$ cat src/rtl/input_manager.sv
// NES pad poller: strobes the controller reader at a fixed rate, debounces the eight
// button bits across polls, and turns debounced presses into pulses plus a direction request.
module input_manager_db #(
    parameter int DEBOUNCE = 2
) (
    input  logic clk,
    input  logic rst,
    input  logic en,
    input  logic sample,
    output logic stable_q,
    output logic stable_d
);
    localparam int CW = $clog2(DEBOUNCE + 1);
    localparam logic [CW-1:0] CNT_MAX = CW'(DEBOUNCE);
    localparam logic [CW-1:0] CNT_ONE = CW'(1);

    logic          cand_q, cand_d;
    logic [CW-1:0] cnt_q, cnt_d;

    always_comb begin
        cand_d   = cand_q;
        cnt_d    = cnt_q;
        stable_d = stable_q;
        if (en) begin
            if (sample == cand_q) begin
                cnt_d = (cnt_q == CNT_MAX) ? cnt_q : cnt_q + CNT_ONE;
            end else begin
                cand_d = sample;
                cnt_d  = CNT_ONE;
            end
            if (cnt_d == CNT_MAX) stable_d = cand_d;
        end
    end

    always_ff @(posedge clk or posedge rst) begin
        if (rst) begin
            cand_q   <= 1'b0;
            cnt_q    <= '0;
            stable_q <= 1'b0;
        end else begin
            cand_q   <= cand_d;
            cnt_q    <= cnt_d;
            stable_q <= stable_d;
        end
    end
endmodule

module input_manager #(
    parameter int POLL_PERIOD = 2778,
    parameter int SETTLE      = 22,
    parameter int DEBOUNCE    = 2
) (
    input  logic       clk,
    input  logic       rst,
    input  logic [0:7] buttons_pressed,
    output logic       start_out,
    output logic [0:7] buttons_stable,
    output logic       a_press,
    output logic       b_press,
    output logic       select_press,
    output logic       start_press,
    output logic [1:0] dir,
    output logic       dir_valid,
    input  logic       dir_ack
);
    localparam int NUM_BTN = 8;
    localparam int PW = $clog2(POLL_PERIOD);
    localparam int SW = $clog2(SETTLE);
    localparam logic [PW-1:0] POLL_LAST   = PW'(POLL_PERIOD - 1);
    localparam logic [SW-1:0] SETTLE_LAST = SW'(SETTLE - 1);

    typedef enum logic [1:0] {IDLE, STROBE, WAIT, SAMPLE} state_t;

    state_t         state_q, state_d;
    logic [PW-1:0]  poll_cnt_q, poll_cnt_d;
    logic [SW-1:0]  wait_cnt_q, wait_cnt_d;
    logic           start_out_q, start_out_d;
    logic [0:3]     press_q, press_d;
    logic [1:0]     dir_q, dir_d;
    logic           dir_valid_q, dir_valid_d;
    logic [0:7]     stable_q, stable_d, rise;
    logic           ud_cancel, lr_cancel;
    logic           sample_en;

    assign sample_en = (state_q == SAMPLE);

    for (genvar i = 0; i < NUM_BTN; i++) begin : g_db
        input_manager_db #(.DEBOUNCE(DEBOUNCE)) u_db (
            .clk     (clk),
            .rst     (rst),
            .en      (sample_en),
            .sample  (buttons_pressed[i]),
            .stable_q(stable_q[i]),
            .stable_d(stable_d[i])
        );
    end

    // wait_cnt runs from the first STROBE cycle so STROBE+WAIT spans SETTLE cycles
    always_comb begin
        state_d    = state_q;
        poll_cnt_d = poll_cnt_q;
        wait_cnt_d = wait_cnt_q;
        case (state_q)
            IDLE: begin
                if (poll_cnt_q == POLL_LAST) begin
                    poll_cnt_d = '0;
                    wait_cnt_d = '0;
                    state_d    = STROBE;
                end else begin
                    poll_cnt_d = poll_cnt_q + PW'(1);
                end
            end
            STROBE: begin
                wait_cnt_d = wait_cnt_q + SW'(1);
                if (wait_cnt_q == SW'(1)) state_d = WAIT;
            end
            WAIT: begin
                if (wait_cnt_q == SETTLE_LAST) state_d = SAMPLE;
                else wait_cnt_d = wait_cnt_q + SW'(1);
            end
            default: begin
                wait_cnt_d = '0;
                state_d    = IDLE;
            end
        endcase
        start_out_d = (state_d == STROBE);
    end

    // stable_d differs from stable_q only on the SAMPLE edge, so rises are one-shot
    always_comb begin
        rise        = stable_d & ~stable_q;
        press_d     = rise[0:3];
        ud_cancel   = stable_d[4] & stable_d[5];
        lr_cancel   = stable_d[6] & stable_d[7];
        dir_d       = dir_q;
        dir_valid_d = dir_valid_q;
        if (dir_valid_q && dir_ack) dir_valid_d = 1'b0;
        if (rise[4] && !ud_cancel) begin
            dir_d = 2'b00; dir_valid_d = 1'b1;
        end else if (rise[5] && !ud_cancel) begin
            dir_d = 2'b01; dir_valid_d = 1'b1;
        end else if (rise[6] && !lr_cancel) begin
            dir_d = 2'b10; dir_valid_d = 1'b1;
        end else if (rise[7] && !lr_cancel) begin
            dir_d = 2'b11; dir_valid_d = 1'b1;
        end
    end

    always_ff @(posedge clk or posedge rst) begin
        if (rst) begin
            state_q     <= IDLE;
            poll_cnt_q  <= '0;
            wait_cnt_q  <= '0;
            start_out_q <= 1'b0;
            press_q     <= '0;
            dir_q       <= 2'b00;
            dir_valid_q <= 1'b0;
        end else begin
            state_q     <= state_d;
            poll_cnt_q  <= poll_cnt_d;
            wait_cnt_q  <= wait_cnt_d;
            start_out_q <= start_out_d;
            press_q     <= press_d;
            dir_q       <= dir_d;
            dir_valid_q <= dir_valid_d;
        end
    end

    assign start_out      = start_out_q;
    assign buttons_stable = stable_q;
    assign a_press        = press_q[0];
    assign b_press        = press_q[1];
    assign select_press   = press_q[2];
    assign start_press    = press_q[3];
    assign dir            = dir_q;
    assign dir_valid      = dir_valid_q;
endmodule

$ cat config.mk
export PLATFORM = sky130hd
export DESIGN_NAME = input_manager
export DESIGN_NICKNAME = d
export VERILOG_FILES = /design/src/rtl/input_manager.sv
export SDC_FILE = /design/constraint.sdc
export NUM_CORES = 1
export LEC_CHECK = 0
export BUFFER_PORTS_ARGS = -buffer_cell sky130_fd_sc_hd__buf_4
export CORE_UTILIZATION = 39
export CTS_BUF_LIST = sky130_fd_sc_hd__clkbuf_2
export CTS_CLUSTER_DIAMETER = 40
export DETAILED_ROUTE_END_ITERATION = 10
export SYNTH_ARGS = -nofsm -noshare
export SYNTH_HDL_FRONTEND = slang
export SYNTH_HIERARCHICAL = 1
export SYNTH_SLANG_ARGS = --single-unit
$ cat constraint.sdc
create_clock -name clk -period 5.2 [get_ports clk]
set_clock_uncertainty 0.1 [all_clocks]
set_input_delay 0.26 -clock clk [delete_from_list [all_inputs] [get_ports clk]]
set_output_delay 0.26 -clock clk [all_outputs]
set_load 0.005 [all_outputs]
==> metrics.cfg <==
[global_route]
grt_pass1_wl_um=10320
grt_pass1_vias=2274
grt.overflow.total=0
antenna_found_initial=0
track_usage_pct=15.51
grt_start_max_net_pins=33

[pwr]
ir_drop_v=0.00009808
p_leak_nw=1.845
power_switching_w=0.0001726
p_clk_share_pct=35.1
switching_share_pct=22.98
p_comb_share_pct=3.8
internal_power_w=0.0005785
power_w=0.0007511
p_per_area_mw_per_mm2=209.4
seq_power_share_pct=61.1

[place]
gp_congestion=0.7460
io_buffers=26
placed_cell_area_mm2=0.003470
dp_hpwl_um=4180
dp.cells=442

[timing]
worst_pin_slew_ns=0.6876
finalHoldViolations=0
finalMaxSlewViolations=0
final.period_utilization_pct=47.10
setup_viol=0
fin_crit_ns=2.449
rsz0062_at_grt=no
relSlewSlack_pct=54.16
setup_tns_ns=0
fmax_mhz=408.3

[floorplan]
die-area_mm2=0.008405
core-area_mm2=0.007767
start_util_pct=40.38
row_count=32
die_w_um=91.68
ios=27
die_h_um=91.68

[setup_path]
worst-path-max-fanout=32
r2r_slack_ns=2.75
reg2reg_to=dir[1]
r2r_cells=7
crit_path_end_kind=flip-flop
worstPathArrival_ns=2.72
startpoint_type=flip-flop
r2r-start=state_q[1]
critPathKind=flip-flop to flip-flop
worst_ep_required_time_ns=5.47

[worst_hold_path]
min_to=g_db[5].u_db/cand_q
holdPathStages=4
min_from=buttons_pressed[5]
hold_path_class=input port to flip-flop

[clock_tree]
cts_buffers=9
ctsHoldBuffers=2
cts_tree=yes
clock_path_buffers=2
cts_sinks=59
post_cts_buffers=0
ctsRootBufferMaster=clkbuf_2
clk_latency_ns=0.44
cts.reportedPaths.clkPinSlew_ns=0.15
post_cts_resized=0
cts_max_level=3

[cells_and_area]
n_antenna_cell=0
synthToLayoutAreaGrowth_pct=14.36
fin_area_mm2=0.003587
final_cell_count_no_fill=459
final_core_util_pct=46.18
drive_gt1_share_pct=13.45
nNetsFinal=396

[logic_synthesis]
synth_edf_count=0
yosysSeqAreaShare_pct=47.07
syn-instance-count=314
netlist_area_mm2=0.003137
yosysWarnings=6
syn_nets=357
syn_avg_cell_area_um2=9.990
ys_ff_latch=59
synth_ff_type=dfrtp_1
synthArstFlopShare_pct=100.0
ys_types=40

[drt]
drtIter0Drc=116
antenna_left=0
dr.pass1.iters=4
routedWlPerCell_um=12.25
drt-total-wl_um=5621
vias_per_cell=5.009
vias=2299
route.detailed.drc=0

[status]
status=finished, final reports clean

[run]
drv_cap=0

-- sequential cells by signal, indices dropped and copies added (netlist names) --
| name | flops |
|---|---|
| g_db.u_db/cnt_q | 16 |
| poll_cnt_q | 12 |
| g_db.u_db/cand_q | 8 |
| g_db.u_db/stable_q | 8 |
| wait_cnt_q | 5 |
| press_q | 4 |
| dir | 2 |
| state_q | 2 |
| dir_valid | 1 |
| start_out | 1 |
-- Yosys cell counts, drive strengths merged, types with 2 or more instances --
cell | n | area [um2]
a22o | 5 | 43.79
a21oi | 12 | 60.06
inv | 47 | 176.4
nor3 | 4 | 25.02
nor2 | 22 | 82.58
nand4b | 9 | 78.83
mux2i | 11 | 110.1
clkbuf | 2 | 7.510
nor2b | 9 | 56.30
nand3 | 18 | 90.09
ha | 32 | 400.4
nand2b | 5 | 31.28
nand4 | 3 | 18.77
o22a | 8 | 70.07
a31oi | 5 | 31.28
o22ai | 2 | 12.51
dfrtp | 59 | 1476
o21ai | 14 | 70.07
nand2 | 26 | 100.1
xor2 | 3 | 26.28
-- worst max-delay path, cell delays in order (launching register included) --
cell and delay, ns:
dfrtp_1 0.47, ha_2 0.52, buf_4 0.37, nand4b_1 0.17, mux2i_1 0.28, nor2b_1 0.21
mux2i_1 0.11, a21boi_0 0.17
-- power groups by stage --
stage          Sequential (W)  Combinational [W]  Clock [W]
3_5_place_dp         0.000467          0.0000281          0
5_1_grt              0.000459          0.0000332   0.000294
6_report             0.000459          0.0000284   0.000264
2_1_floorplan        0.000467          0.0000139          0
4_1_cts              0.000459          0.0000295   0.000277
3_3_place_gp         0.000467          0.0000279          0
-- metrics by stage --
| step | hold WS [ns] | setup WS [ns] |
|---|---|---|
| detailed placement | 0.1314 | 2.753 |
| finish | 0.1447 | 2.751 |
| floorplan | -0.07392 | 2.655 |
| CTS | 0.08267 | 2.738 |
| global route | 0.1093 | 2.455 |
| global placement | 0.1291 | 2.844 |
-- cells in the final DEF, fill, tap and decap left out, drive strengths merged, types with 2 or more instances in the layout --
master and instances:
mux2i 11, ha 32, dlygate4sd3 2, dfrtp 59, o21ai 14, a21oi 12, xor2 3, o22ai 2
nor3 4, o22a 8, nor2b 9, buf 28, clkinv 3, nand4b 9, nand2 26, clkbuf 11
inv 47, nand3 18, nor2 22, a22o 5, a31oi 5, nand4 3, nand2b 5
-- cells by family (layout without fill, tap and decap cells) --
family | Yosys count | after routing | synth area share (%)
AND/OR/NAND/NOR | 105 | 105 | 17.75
flip-flops | 59 | 59 | 47.07
AO/OA/AOI/OAI | 53 | 53 | 11.45
buffers and inverters | 49 | 92 | 5.864
adder cells (fa/ha/maj) | 32 | 32 | 12.76
multiplexers | 12 | 12 | 3.989
XOR/XNOR | 4 | 4 | 1.117
-- worst max-delay path by stage --
stage | from | to | slack, ns | cells past startpoint
after floorplan | state_q[1] | dir[1] | 2.65 | 6
after global placement | state_q[1] | dir[1] | 2.84 | 7
after detailed placement | state_q[1] | dir[1] | 2.75 | 7
after CTS | state_q[1] | dir[1] | 2.74 | 7
after global routing | state_q[1] | dir[1] | 2.46 | 7
final | state_q[1] | dir[1] | 2.75 | 7
-- layout make-up --
class / instances / area [um2]
clock buffer: 11 / 55.05
inverter: 47 / 176.4
sequential: 59 / 1476
multi-input combinational: 206 / 1479
fill: 801 / 4180
clock inverter: 4 / 42.54
timing repair buffer: 30 / 230.2
tap: 102 / 127.6
-- metal layers --
metal  global-route usage (%)  vias up  wire, um
li1                         -     1156         -
met3                    2.570        4       154
met2                    23.18       33      2496
met5                        0        -         0
met1                    22.00     1106      2919
met4                    7.143        0        51
Power figures use the tool's default switching activity.
